[config.mk]
export PLATFORM = sky130hd
export DESIGN_NAME = framebuffer_swap_ctrl_flat
export DESIGN_NICKNAME = d
export VERILOG_FILES = /design/src/rtl/framebuffer_swap_ctrl_pkg.sv /design/src/rtl/framebuffer_swap_ctrl_if.sv /design/src/rtl/framebuffer_swap_ctrl_addr_gen.sv /design/src/rtl/framebuffer_swap_ctrl.sv /design/src/flat_wrapper.sv
export SDC_FILE = /design/constraint.sdc
export NUM_CORES = 1
export LEC_CHECK = 0
export CAP_MARGIN = 5
export CORE_MARGIN = 2
export CORE_UTILIZATION = 45
export DETAILED_ROUTE_END_ITERATION = 8
export PLACE_DENSITY = 0.8
export SYNTH_ARGS = -nofsm -noshare
export SYNTH_HDL_FRONTEND = slang
export SYNTH_SLANG_ARGS = --single-unit
[constraint.sdc]
create_clock -name clk -period 7.28 [get_ports clk]
set_input_delay 1.456 -clock clk [delete_from_list [all_inputs] [get_ports clk]]
set_output_delay 1.456 -clock clk [all_outputs]
set_load 0.05 [all_outputs]
[src/rtl/framebuffer_swap_ctrl_pkg.sv]
// Shared constants, types and the y*320+x shift-add used by both address paths.
package framebuffer_swap_ctrl_pkg;

  localparam int unsigned COLOR_W   = 8;
  localparam int unsigned FB_W      = 320;
  localparam int unsigned FB_H      = 240;
  localparam int unsigned VIS_W     = 640;
  localparam int unsigned VIS_H     = 480;
  localparam int unsigned FB_PIXELS = FB_W * FB_H;
  localparam int unsigned LIN_W     = 17;
  localparam int unsigned ADDR_W    = LIN_W + 1;
  localparam int unsigned PX_X_W    = 9;
  localparam int unsigned PX_Y_W    = 8;
  localparam int unsigned DRAW_W    = 10;

  typedef logic [LIN_W-1:0] fb_addr_t;

  typedef enum logic [1:0] {
    ST_CLEAR,
    ST_ACK,
    ST_RENDER,
    ST_WAIT_SWAP
  } wr_state_e;

  localparam fb_addr_t CLR_LAST = fb_addr_t'(FB_PIXELS - 1);

  function automatic fb_addr_t lin_addr(input logic [PX_X_W-1:0] x,
                                        input logic [PX_Y_W-1:0] y);
    fb_addr_t yy;
    yy = fb_addr_t'(y);
    return (yy << 8) + (yy << 6) + fb_addr_t'(x);
  endfunction

endpackage

[src/rtl/framebuffer_swap_ctrl_if.sv]
// Renderer, VGA and memory signals of the framebuffer controller.
interface framebuffer_swap_ctrl_if #(
  parameter int unsigned COLOR_W = 8
);
  import framebuffer_swap_ctrl_pkg::*;

  logic [PX_X_W-1:0]  px_x;
  logic [PX_Y_W-1:0]  px_y;
  logic [COLOR_W-1:0] px_color;
  logic               px_we;
  logic               render_done;
  logic               render_ack;
  logic [COLOR_W-1:0] sky_color;
  logic [DRAW_W-1:0]  vga_drawX;
  logic [DRAW_W-1:0]  vga_drawY;
  logic               vga_vblank_start;
  logic [COLOR_W-1:0] vga_color;
  logic               mem_we;
  logic [ADDR_W-1:0]  mem_waddr;
  logic [COLOR_W-1:0] mem_wdata;
  logic [ADDR_W-1:0]  mem_raddr;
  logic [COLOR_W-1:0] mem_rdata;
  logic               front_bank;
  logic               drop_err;

  // master: renderer / VGA timing / memory environment
  modport master (
    output px_x, px_y, px_color, px_we, render_done, sky_color,
           vga_drawX, vga_drawY, vga_vblank_start, mem_rdata,
    input  render_ack, vga_color, mem_we, mem_waddr, mem_wdata,
           mem_raddr, front_bank, drop_err
  );

  // slave: the framebuffer controller itself
  modport slave (
    input  px_x, px_y, px_color, px_we, render_done, sky_color,
           vga_drawX, vga_drawY, vga_vblank_start, mem_rdata,
    output render_ack, vga_color, mem_we, mem_waddr, mem_wdata,
           mem_raddr, front_bank, drop_err
  );
endinterface

[src/rtl/framebuffer_swap_ctrl_addr_gen.sv]
// Combinational linear address y*320+x for a framebuffer coordinate.
module fb_addr_gen
  import framebuffer_swap_ctrl_pkg::*;
(
  input  logic [PX_X_W-1:0] i_x,
  input  logic [PX_Y_W-1:0] i_y,
  output fb_addr_t          o_lin
);
  assign o_lin = lin_addr(i_x, i_y);
endmodule

[src/rtl/framebuffer_swap_ctrl.sv]
// Double-buffered framebuffer: clears/writes the back bank, reads the front
// bank for VGA, swaps banks at vblank after the renderer finishes a frame.
module framebuffer_swap_ctrl
  import framebuffer_swap_ctrl_pkg::*;
#(
  parameter int unsigned COLOR_W = framebuffer_swap_ctrl_pkg::COLOR_W,
  parameter int unsigned FB_W    = framebuffer_swap_ctrl_pkg::FB_W,
  parameter int unsigned FB_H    = framebuffer_swap_ctrl_pkg::FB_H,
  parameter int unsigned VIS_W   = framebuffer_swap_ctrl_pkg::VIS_W,
  parameter int unsigned VIS_H   = framebuffer_swap_ctrl_pkg::VIS_H
) (
  input logic                    clk,
  input logic                    rst_n,
  framebuffer_swap_ctrl_if.slave bus
);

  localparam logic [PX_X_W-1:0] X_LIM  = PX_X_W'(FB_W);
  localparam logic [PX_Y_W-1:0] Y_LIM  = PX_Y_W'(FB_H);
  localparam logic [DRAW_W-1:0] VX_LIM = DRAW_W'(VIS_W);
  localparam logic [DRAW_W-1:0] VY_LIM = DRAW_W'(VIS_H);

  wr_state_e          r_state, w_state_nxt;
  fb_addr_t           r_clr_ctr, w_clr_nxt;
  logic               r_front_bank, w_front_nxt;
  logic               r_done_seen, w_done_nxt;
  logic               r_drop_err, w_drop_nxt;
  logic               r_mem_we, w_we_nxt;
  logic [ADDR_W-1:0]  r_mem_waddr, w_waddr_nxt;
  logic [COLOR_W-1:0] r_mem_wdata, w_wdata_nxt;
  logic               r_ack, w_ack_nxt;
  logic               r_vis;
  logic [COLOR_W-1:0] r_vga_color;

  fb_addr_t w_wr_lin;
  fb_addr_t w_rd_lin;
  logic     w_px_ok;
  logic     w_vis;

  fb_addr_gen u_wr_addr (
    .i_x   (bus.px_x),
    .i_y   (bus.px_y),
    .o_lin (w_wr_lin)
  );

  // Each framebuffer pixel covers 2x2 VGA pixels.
  fb_addr_gen u_rd_addr (
    .i_x   (bus.vga_drawX[DRAW_W-1:1]),
    .i_y   (bus.vga_drawY[PX_Y_W:1]),
    .o_lin (w_rd_lin)
  );

  assign w_px_ok = (bus.px_x < X_LIM) && (bus.px_y < Y_LIM);
  assign w_vis   = (bus.vga_drawX < VX_LIM) && (bus.vga_drawY < VY_LIM);

  always_comb begin
    w_state_nxt = r_state;
    w_clr_nxt   = r_clr_ctr;
    w_front_nxt = r_front_bank;
    w_done_nxt  = r_done_seen;
    w_drop_nxt  = r_drop_err;
    w_we_nxt    = 1'b0;
    w_waddr_nxt = r_mem_waddr;
    w_wdata_nxt = r_mem_wdata;
    w_ack_nxt   = 1'b0;
    case (r_state)
      ST_CLEAR: begin
        w_we_nxt    = 1'b1;
        w_waddr_nxt = {~r_front_bank, r_clr_ctr};
        w_wdata_nxt = bus.sky_color;
        if (bus.px_we) w_drop_nxt = 1'b1;
        if (r_clr_ctr == CLR_LAST) begin
          w_clr_nxt   = '0;
          w_state_nxt = ST_ACK;
        end else begin
          w_clr_nxt = r_clr_ctr + 1'b1;
        end
      end
      ST_ACK: begin
        w_ack_nxt   = 1'b1;
        w_state_nxt = ST_RENDER;
        if (bus.px_we) w_drop_nxt = 1'b1;
      end
      ST_RENDER: begin
        if (bus.px_we) begin
          if (w_px_ok) begin
            w_we_nxt    = 1'b1;
            w_waddr_nxt = {~r_front_bank, w_wr_lin};
            w_wdata_nxt = bus.px_color;
          end else begin
            w_drop_nxt = 1'b1;
          end
        end
        // A coincident vblank is ignored here: the swap waits for the next one.
        if (bus.render_done) begin
          w_done_nxt  = 1'b1;
          w_state_nxt = ST_WAIT_SWAP;
        end
      end
      ST_WAIT_SWAP: begin
        if (bus.px_we) w_drop_nxt = 1'b1;
        if (bus.vga_vblank_start && r_done_seen) begin
          w_front_nxt = ~r_front_bank;
          w_done_nxt  = 1'b0;
          w_state_nxt = ST_CLEAR;
        end
      end
      default: w_state_nxt = ST_CLEAR;
    endcase
  end

  always_ff @(posedge clk or negedge rst_n) begin
    if (!rst_n) begin
      r_state      <= ST_CLEAR;
      r_clr_ctr    <= '0;
      r_front_bank <= 1'b0;
      r_done_seen  <= 1'b0;
      r_drop_err   <= 1'b0;
      r_mem_we     <= 1'b0;
      r_mem_waddr  <= '0;
      r_mem_wdata  <= '0;
      r_ack        <= 1'b0;
    end else begin
      r_state      <= w_state_nxt;
      r_clr_ctr    <= w_clr_nxt;
      r_front_bank <= w_front_nxt;
      r_done_seen  <= w_done_nxt;
      r_drop_err   <= w_drop_nxt;
      r_mem_we     <= w_we_nxt;
      r_mem_waddr  <= w_waddr_nxt;
      r_mem_wdata  <= w_wdata_nxt;
      r_ack        <= w_ack_nxt;
    end
  end

  // Read pipeline: address in cycle 0, memory data in cycle 1, colour in cycle 2.
  always_ff @(posedge clk or negedge rst_n) begin
    if (!rst_n) begin
      r_vis       <= 1'b0;
      r_vga_color <= '0;
    end else begin
      r_vis       <= w_vis;
      r_vga_color <= r_vis ? bus.mem_rdata : '0;
    end
  end

  assign bus.mem_raddr  = {r_front_bank, w_vis ? w_rd_lin : fb_addr_t'(0)};
  assign bus.vga_color  = r_vga_color;
  assign bus.mem_we     = r_mem_we;
  assign bus.mem_waddr  = r_mem_waddr;
  assign bus.mem_wdata  = r_mem_wdata;
  assign bus.render_ack = r_ack;
  assign bus.front_bank = r_front_bank;
  assign bus.drop_err   = r_drop_err;

endmodule

[src/flat_wrapper.sv]
// flat-port wrapper written by rule: the top's interface ports become plain ports
module framebuffer_swap_ctrl_flat import framebuffer_swap_ctrl_pkg::*;
#(
  parameter int unsigned COLOR_W = framebuffer_swap_ctrl_pkg::COLOR_W,
  parameter int unsigned FB_W    = framebuffer_swap_ctrl_pkg::FB_W,
  parameter int unsigned FB_H    = framebuffer_swap_ctrl_pkg::FB_H,
  parameter int unsigned VIS_W   = framebuffer_swap_ctrl_pkg::VIS_W,
  parameter int unsigned VIS_H   = framebuffer_swap_ctrl_pkg::VIS_H
)
  (clk, rst_n, bus_px_x, bus_px_y, bus_px_color, bus_px_we, bus_render_done, bus_sky_color, bus_vga_drawX, bus_vga_drawY, bus_vga_vblank_start, bus_mem_rdata, bus_render_ack, bus_vga_color, bus_mem_we, bus_mem_waddr, bus_mem_wdata, bus_mem_raddr, bus_front_bank, bus_drop_err);
  framebuffer_swap_ctrl_if #(.COLOR_W(COLOR_W)) bus_i ();
  input logic clk;
  input logic rst_n;
  input wire logic [$bits(bus_i.px_x)-1:0] bus_px_x;
  input wire logic [$bits(bus_i.px_y)-1:0] bus_px_y;
  input wire logic [$bits(bus_i.px_color)-1:0] bus_px_color;
  input wire logic [$bits(bus_i.px_we)-1:0] bus_px_we;
  input wire logic [$bits(bus_i.render_done)-1:0] bus_render_done;
  input wire logic [$bits(bus_i.sky_color)-1:0] bus_sky_color;
  input wire logic [$bits(bus_i.vga_drawX)-1:0] bus_vga_drawX;
  input wire logic [$bits(bus_i.vga_drawY)-1:0] bus_vga_drawY;
  input wire logic [$bits(bus_i.vga_vblank_start)-1:0] bus_vga_vblank_start;
  input wire logic [$bits(bus_i.mem_rdata)-1:0] bus_mem_rdata;
  output wire logic [$bits(bus_i.render_ack)-1:0] bus_render_ack;
  output wire logic [$bits(bus_i.vga_color)-1:0] bus_vga_color;
  output wire logic [$bits(bus_i.mem_we)-1:0] bus_mem_we;
  output wire logic [$bits(bus_i.mem_waddr)-1:0] bus_mem_waddr;
  output wire logic [$bits(bus_i.mem_wdata)-1:0] bus_mem_wdata;
  output wire logic [$bits(bus_i.mem_raddr)-1:0] bus_mem_raddr;
  output wire logic [$bits(bus_i.front_bank)-1:0] bus_front_bank;
  output wire logic [$bits(bus_i.drop_err)-1:0] bus_drop_err;
  assign bus_i.px_x = bus_px_x;
  assign bus_i.px_y = bus_px_y;
  assign bus_i.px_color = bus_px_color;
  assign bus_i.px_we = bus_px_we;
  assign bus_i.render_done = bus_render_done;
  assign bus_i.sky_color = bus_sky_color;
  assign bus_i.vga_drawX = bus_vga_drawX;
  assign bus_i.vga_drawY = bus_vga_drawY;
  assign bus_i.vga_vblank_start = bus_vga_vblank_start;
  assign bus_i.mem_rdata = bus_mem_rdata;
  assign bus_render_ack = bus_i.render_ack;
  assign bus_vga_color = bus_i.vga_color;
  assign bus_mem_we = bus_i.mem_we;
  assign bus_mem_waddr = bus_i.mem_waddr;
  assign bus_mem_wdata = bus_i.mem_wdata;
  assign bus_mem_raddr = bus_i.mem_raddr;
  assign bus_front_bank = bus_i.front_bank;
  assign bus_drop_err = bus_i.drop_err;
  framebuffer_swap_ctrl #(.COLOR_W(COLOR_W), .FB_W(FB_W), .FB_H(FB_H), .VIS_W(VIS_W), .VIS_H(VIS_H)) u_core (.clk(clk), .rst_n(rst_n), .bus(bus_i));
endmodule
==> flow_summary.ini, run 1 <==
[timing]
slew_viol_final = 0
fmax_ghz = 0.1545
worst_pin_slew_ns = 0.7299
fin_skew_ns = 0.008095
rsz0062_at_grt = false
tns_ns = 0
post-route-min-period_ns = 6.474
finalHoldViolations = 0
period_share_pct = 88.93
slew_headroom_pct = 50.97
setup_viol = 0

[logic_synthesis]
syn_area_per_cell_um2 = 9.437
synth_top_family_by_area = simple AND/OR/NAND/NOR gates
synth_top_area_share_pct = 39.31
synth-warning-count = 0
ys.flop_type = dfrtp_1
yosysUniqueCellTypes = 51
async_reset_ff_share_pct = 100.0
ys_ff_latch = 59
syn-num-nets = 503
synth_compound_area_share_pct = 14.82
synth_xor_area_share_pct = 3.264
synthMuxAreaShare_pct = 5.630
synthCells = 398
syn_area_mm2 = 0.003756
synth_fa_ha_area_share_pct = 13.79
synth_edf_count = 0
synth_top_area_cell = dfrtp_1
yosys-top-cells-area = dfrtp_1 (39%), ha_1 (12%), mux2i_1 (5.3%), o21ai_1 (4.1%), nand2_1 (3.9%)
yosysSeqAreaShare_pct = 39.31
synth_simple_gate_area_share_pct = 18.99

[final_layout]
drive_gt1_share_pct = 4.981
diodes = 0
final_common_cell = clkdlybuf4s50_1
areaGrowthSynthToFinish_pct = 39.84
layout_common_cells = clkdlybuf4s50_1 (118), dfrtp_1 (59), nand2_1 (39)
final_nets = 622

[worst_setup_path]
crit_type = in -> out
timing.rr.start = u_core.r_state[0]$_DFFE_PN0P_
cp_max_fo = 4
crit_arrival_ns = 5.02
cp_data_required_time_ns = 5.82
rrSetupSlack_ns = 4.82
crit_chain = clkdlybuf4s50_1 -> inv_1 -> fa_1 -> inv_1 -> ha_1 -> a21o_1 -> a21o_1 -> a2111oi_0 -> nor3b_1 -> nor3_1 -> clkdlybuf4s50_1
reg2reg_depth = 7
cp-start-kind = primary input
crit_start = bus_vga_drawY[1]
crit_slowest_cell = clkdlybuf4s50_1
cp-end-kind = primary output
slowest_delay_ns = 0.84
worstReg2RegEnd = u_core.bus.mem_wdata[0]$_DFFE_PN0P_

[pwr]
cellPowerDensity_mw_per_mm2 = 157.8
power_frac_seq_pct = 40.4
p_leak_nw = 2.322
total_power_w = 0.0008287
power_switching_w = 0.0002495
internal-power_w = 0.0005792
ir_drop_mv = 0.08933
power_frac_comb_pct = 24.3
p_sw_share_pct = 30.10
pwr-share-clk_pct = 35.2

[die]
num_rows = 33
start_util_pct = 46.18
die_height_um = 95.36
core-area_mm2 = 0.008134
die_area_mm2 = 0.009094
die_width_um = 95.36
ioPinCount = 122

[grt]
grt_pass1_vias = 3422
grt_overflow = 0
grt_usage_pct = 21.35
antenna_found_initial = 0
grt_max_degree = 60
grt_first_pass_wirelength_um = 15140

[clocking]
clkLatencyLatePin_ns = 0.34
cts-hold-fix-buffers = 0
cts_sinks = 59
root_buffer = clkbuf_8
cts_buffer_depth = 2
cts_max_level = 3
cts_tree = done
cts_made_buffers = 9
clk_pin_slew_ns = 0.07
cts_setup_buffers = 0
cts_resized = 0

[min_path]
min_delay_worst_endpoint = u_core.bus.drop_err$_DFFE_PN0P_
hp-start = u_core.bus.drop_err$_DFFE_PN0P_
hold_class = reg -> reg
min_path_cells = 1

[drt]
drt_iter0_markers = 186
avgViaCountPerCell = 5.397
first_pass_iters = 4
wl_um = 9246
vias = 3384
wl_per_cell_um = 14.75
drc = 0
drtAntennaViolNets = 0

[status]
outcome = finished, final reports clean

[placement]
gp_congestion = 0.8923
io_buffers = 119
dp_hpwl_um = 7026

[run]
maxCapViolCount = 0
-- power by group through the flow --
stage / clock network [W] / logic (W) / registers (W)
floorplan: 0 / 0.000100 / 0.000357
global placement: 0 / 0.000195 / 0.000341
detailed placement: 0 / 0.000201 / 0.000342
CTS: 0.000300 / 0.000203 / 0.000335
global route: 0.000315 / 0.000220 / 0.000336
finish: 0.000292 / 0.000202 / 0.000335
-- layout make-up --
type	instances	area (um2)
multi-input combinational	298	2141
clock buffer	10	127.6
tap	105	131.4
fill	671	2882
clock inverter	6	66.31
inverter	27	101.3
timing repair buffer	122	1209
sequential	59	1476
-- cell usage after synthesis, types with 3 or more instances --
cell type  number
a21oi_1        18
and2_1         22
nor2_1         19
dfrtp_1        59
or3_1           4
a211oi_1        5
inv_1          25
o21ai_0         5
ha_1           35
nand2_1        39
a22o_1          3
nand4_1        10
o21ai_1        31
nand3_1         7
fa_1            4
xor2_1          5
a21o_1         11
nor3_1          9
nor2b_1         6
xnor2_1         9
mux2i_1        20
and3_1          7
clkbuf_1       12
-- per-layer routing --
layer  global-route usage (%)  wire length [um]
met5                        0                 0
met3                    4.980               612
met4                    9.541               237
met2                    37.32              4475
met1                    24.80              3920
-- registers in the layout, summed over array words and instances, names as in the netlist --
signal,cells
u_core.bus.mem_wdata,8
u_core.bus.render_ack,1
u_core.bus.mem_we,1
u_core.bus.drop_err,1
u_core.r_done_seen,1
u_core.r_vis,1
u_core.r_state,2
u_core.r_clr_ctr,17
u_core.bus.vga_color,8
u_core.bus.front_bank,1
u_core.bus.mem_waddr,18
-- cells by family after synthesis --
| logic type | Yosys count |
|---|---|
| adders and majority gates | 39 |
| buffers and inverters | 41 |
| and+or+nand+nor | 135 |
| DFF | 59 |
| AOI/OAI and AO/OA | 89 |
| xor gates and xnor gates | 14 |
| muxes | 21 |
-- through the flow --
step                      hold slack (ns)  worst slack, ns  cells  util [%]  cell area, um2
final                              0.4648           0.8059    627     64.57            5253
after floorplan                    0.4678            1.391    398         -            3756
after global routing               0.4894           0.5102    627     64.57            5253
after CTS                          0.4670           0.7751    627     64.57            5253
after detailed placement           0.4518           0.7887    611     62.19            5059
after global placement             0.4427           0.8172    611     62.19            5059
-- worst max path at each step --
stage	endpoint	slack [ns]	cells past startpoint
after floorplan	bus_mem_raddr[14]	1.39	9
after global placement	bus_mem_raddr[14]	0.82	11
after detailed placement	bus_mem_raddr[14]	0.79	11
after CTS	bus_mem_raddr[14]	0.78	11
after global routing	bus_mem_raddr[14]	0.51	11
final	bus_mem_raddr[14]	0.81	11
-- worst max-delay path, delay by kind of cell --
kind                       cells  cell delay, ns
buffers and inverters          4            1.44
and+or+nand+nor                2            0.31
adders and majority gates      2            0.86
AOI/OAI and AO/OA              3            0.97
No activity file was read; power rests on OpenSTA's default activity.
==> inputs of run 2 (changes only) <==
--- a/config.mk
+++ b/config.mk
@@ -7,9 +7,9 @@
 export LEC_CHECK = 0
 export CAP_MARGIN = 5
 export CORE_MARGIN = 2
-export CORE_UTILIZATION = 45
+export CORE_UTILIZATION = 50
 export DETAILED_ROUTE_END_ITERATION = 8
-export PLACE_DENSITY = 0.8
+export PLACE_DENSITY = 0.88
 export SYNTH_ARGS = -nofsm -noshare
 export SYNTH_HDL_FRONTEND = slang
 export SYNTH_SLANG_ARGS = --single-unit
==> run 2 against run 1 <==
Clock power down 8.9%. Clock skew increased by 0.0038 ns. Utilization is 7.5 points higher. Fmax fell by 1.3%. Sequential share of layout area is 0.13 points higher. Via count up 1.4%. Critical path type unchanged. Register-to-register slack got worse by 0.08 ns. Critical path depth stayed put. First-iteration DRC count rose by 9.1%. Global-route usage increased by 2.8 points. Design area fell by 0.48%.
==> flow_summary.ini, run 2 (synthesis gave the netlist of run 1 again) <==
[timing]
finalHoldViolations = 0
setup_viol = 0
post-route-min-period_ns = 6.558
tns_ns = 0
slew_headroom_pct = 50.66
period_share_pct = 90.08
fmax_ghz = 0.1525
rsz0062_at_grt = false
worst_pin_slew_ns = 0.7401
fin_skew_ns = 0.01190
slew_viol_final = 0

[grt]
grt_usage_pct = 24.10
grt_first_pass_wirelength_um = 16020
antenna_found_initial = 0
grt_pass1_vias = 3496
grt_max_degree = 60
grt_overflow = 0

[final_layout]
largest_reg_flops = 18
layout_common_cells = clkdlybuf4s50_1 (118), dfrtp_1 (59), nand2_1 (39)
seq_area_mm2 = 0.001476
drive_gt1_share_pct = 5.172
fill_cells = 518
diodes = 0
fin_util_pct = 72.07
stdcell_count = 621
areaGrowthSynthToFinish_pct = 39.17
multi_input_area_mm2 = 0.002141
final_common_cell = clkdlybuf4s50_1
final_nets = 622
stdcell_area_mm2 = 0.005228

[placement]
dp_cells = 605
placed_area_mm2 = 0.005051
io_buffers = 119
gp_congestion = 0.8789
dp_hpwl_um = 6959

[status]
outcome = finished, final reports clean

[drt]
drc = 0
drt_iter0_markers = 203
drtAntennaViolNets = 0
wl_per_cell_um = 14.98
avgViaCountPerCell = 5.527
wl_um = 9305
first_pass_iters = 5
vias = 3432

[worst_setup_path]
reg2reg_depth = 7
crit_start = bus_vga_drawY[3]
rrSetupSlack_ns = 4.74
timing.rr.start = u_core.r_state[0]$_DFFE_PN0P_
cp-start-kind = primary input
cp_data_required_time_ns = 5.82
crit_type = in -> out
cp_max_fo = 4
crit_chain = clkdlybuf4s50_1 -> inv_1 -> fa_1 -> inv_1 -> ha_1 -> a21o_1 -> a21o_1 -> a2111oi_0 -> nor3b_1 -> nor3_1 -> clkdlybuf4s50_1
worstReg2RegEnd = u_core.bus.mem_waddr[14]$_DFFE_PN0P_
crit_arrival_ns = 5.10
cp-end-kind = primary output
crit_slowest_cell = clkdlybuf4s50_1
slowest_delay_ns = 0.83

[clocking]
root_buffer = clkbuf_8
cts_tree = done
cts_resized = 0
cts_sinks = 59
clk_pin_slew_ns = 0.07
clkLatencyLatePin_ns = 0.35
cts-hold-fix-buffers = 0
cts_max_level = 3
cts_setup_buffers = 0
cts_buffer_depth = 2
cts_made_buffers = 9

[min_path]
hp-start = u_core.bus.drop_err$_DFFE_PN0P_
hold_class = reg -> reg
min_path_cells = 1
min_delay_worst_endpoint = u_core.bus.drop_err$_DFFE_PN0P_

[die]
die_width_um = 90.67
num_rows = 31
die_area_mm2 = 0.008221
core-area_mm2 = 0.007253
die_height_um = 90.67
start_util_pct = 51.79
ioPinCount = 122

[pwr]
cellPowerDensity_mw_per_mm2 = 153.8
ir_drop_mv = 0.08362
p_leak_nw = 2.323
total_power_w = 0.0008042

[run]
maxCapViolCount = 0
==> run 2: where the power goes <==
part / total (W) / switching (W) / internal (W)
clock: 0.000266 / 0.000141 / 0.000125
combinational: 0.000203 / 0.000114 / 0.0000889
sequential: 0.000335 / 0.00000254 / 0.000333
total: 0.000804 / 0.000257 / 0.000547
==> run 2: final cells by class <==
class / instances / area share (%)
Timing Repair Buffer: 122 / 23.12
Clock inverter: 7 / 1.005
Sequential cell: 59 / 28.24
Inverter: 27 / 1.939
Tap cell: 99 / 2.370
Clock buffer: 9 / 2.370
Multi-Input combinational cell: 298 / 40.95
==> run 2: per-stage QoR <==
| step | hold WS, ns | worst slack (ns) |
|---|---|---|
| floorplan | 0.4678 | 1.391 |
| CTS | 0.4681 | 0.7477 |
| global placement | 0.4415 | 0.8458 |
| global route | 0.4886 | 0.5356 |
| finish | 0.4647 | 0.7223 |
| detailed placement | 0.4514 | 0.7681 |
==> run 2: worst max path at each step <==
stage	to	slack (ns)	depth (start not counted)
2_1_floorplan	bus_mem_raddr[14]	1.39	9
3_3_place_gp	bus_mem_raddr[14]	0.85	11
3_5_place_dp	bus_mem_raddr[14]	0.77	11
4_1_cts	bus_mem_raddr[14]	0.75	11
5_1_grt	bus_mem_raddr[14]	0.54	11
6_report	bus_mem_raddr[14]	0.72	11
==> run 2: worst max-delay path, delay by kind of cell <==
kind | cells | cell delay (ns)
buffers and inverters | 4 | 1.51
AO/OA/AOI/OAI | 3 | 0.98
adder cells (fa/ha/maj) | 2 | 0.86
AND/OR/NAND/NOR | 2 | 0.30
==> run 2: layer usage <==
metal | vias to the layer above | share of wire (%) | track usage, %
li1 | 1650 | - | -
met1 | 1612 | 42 | 29.19
met2 | 146 | 50 | 41.98
met3 | 24 | 6.2 | 5.426
met4 | 0 | 2.1 | 8.718
met5 | - | 0 | 0
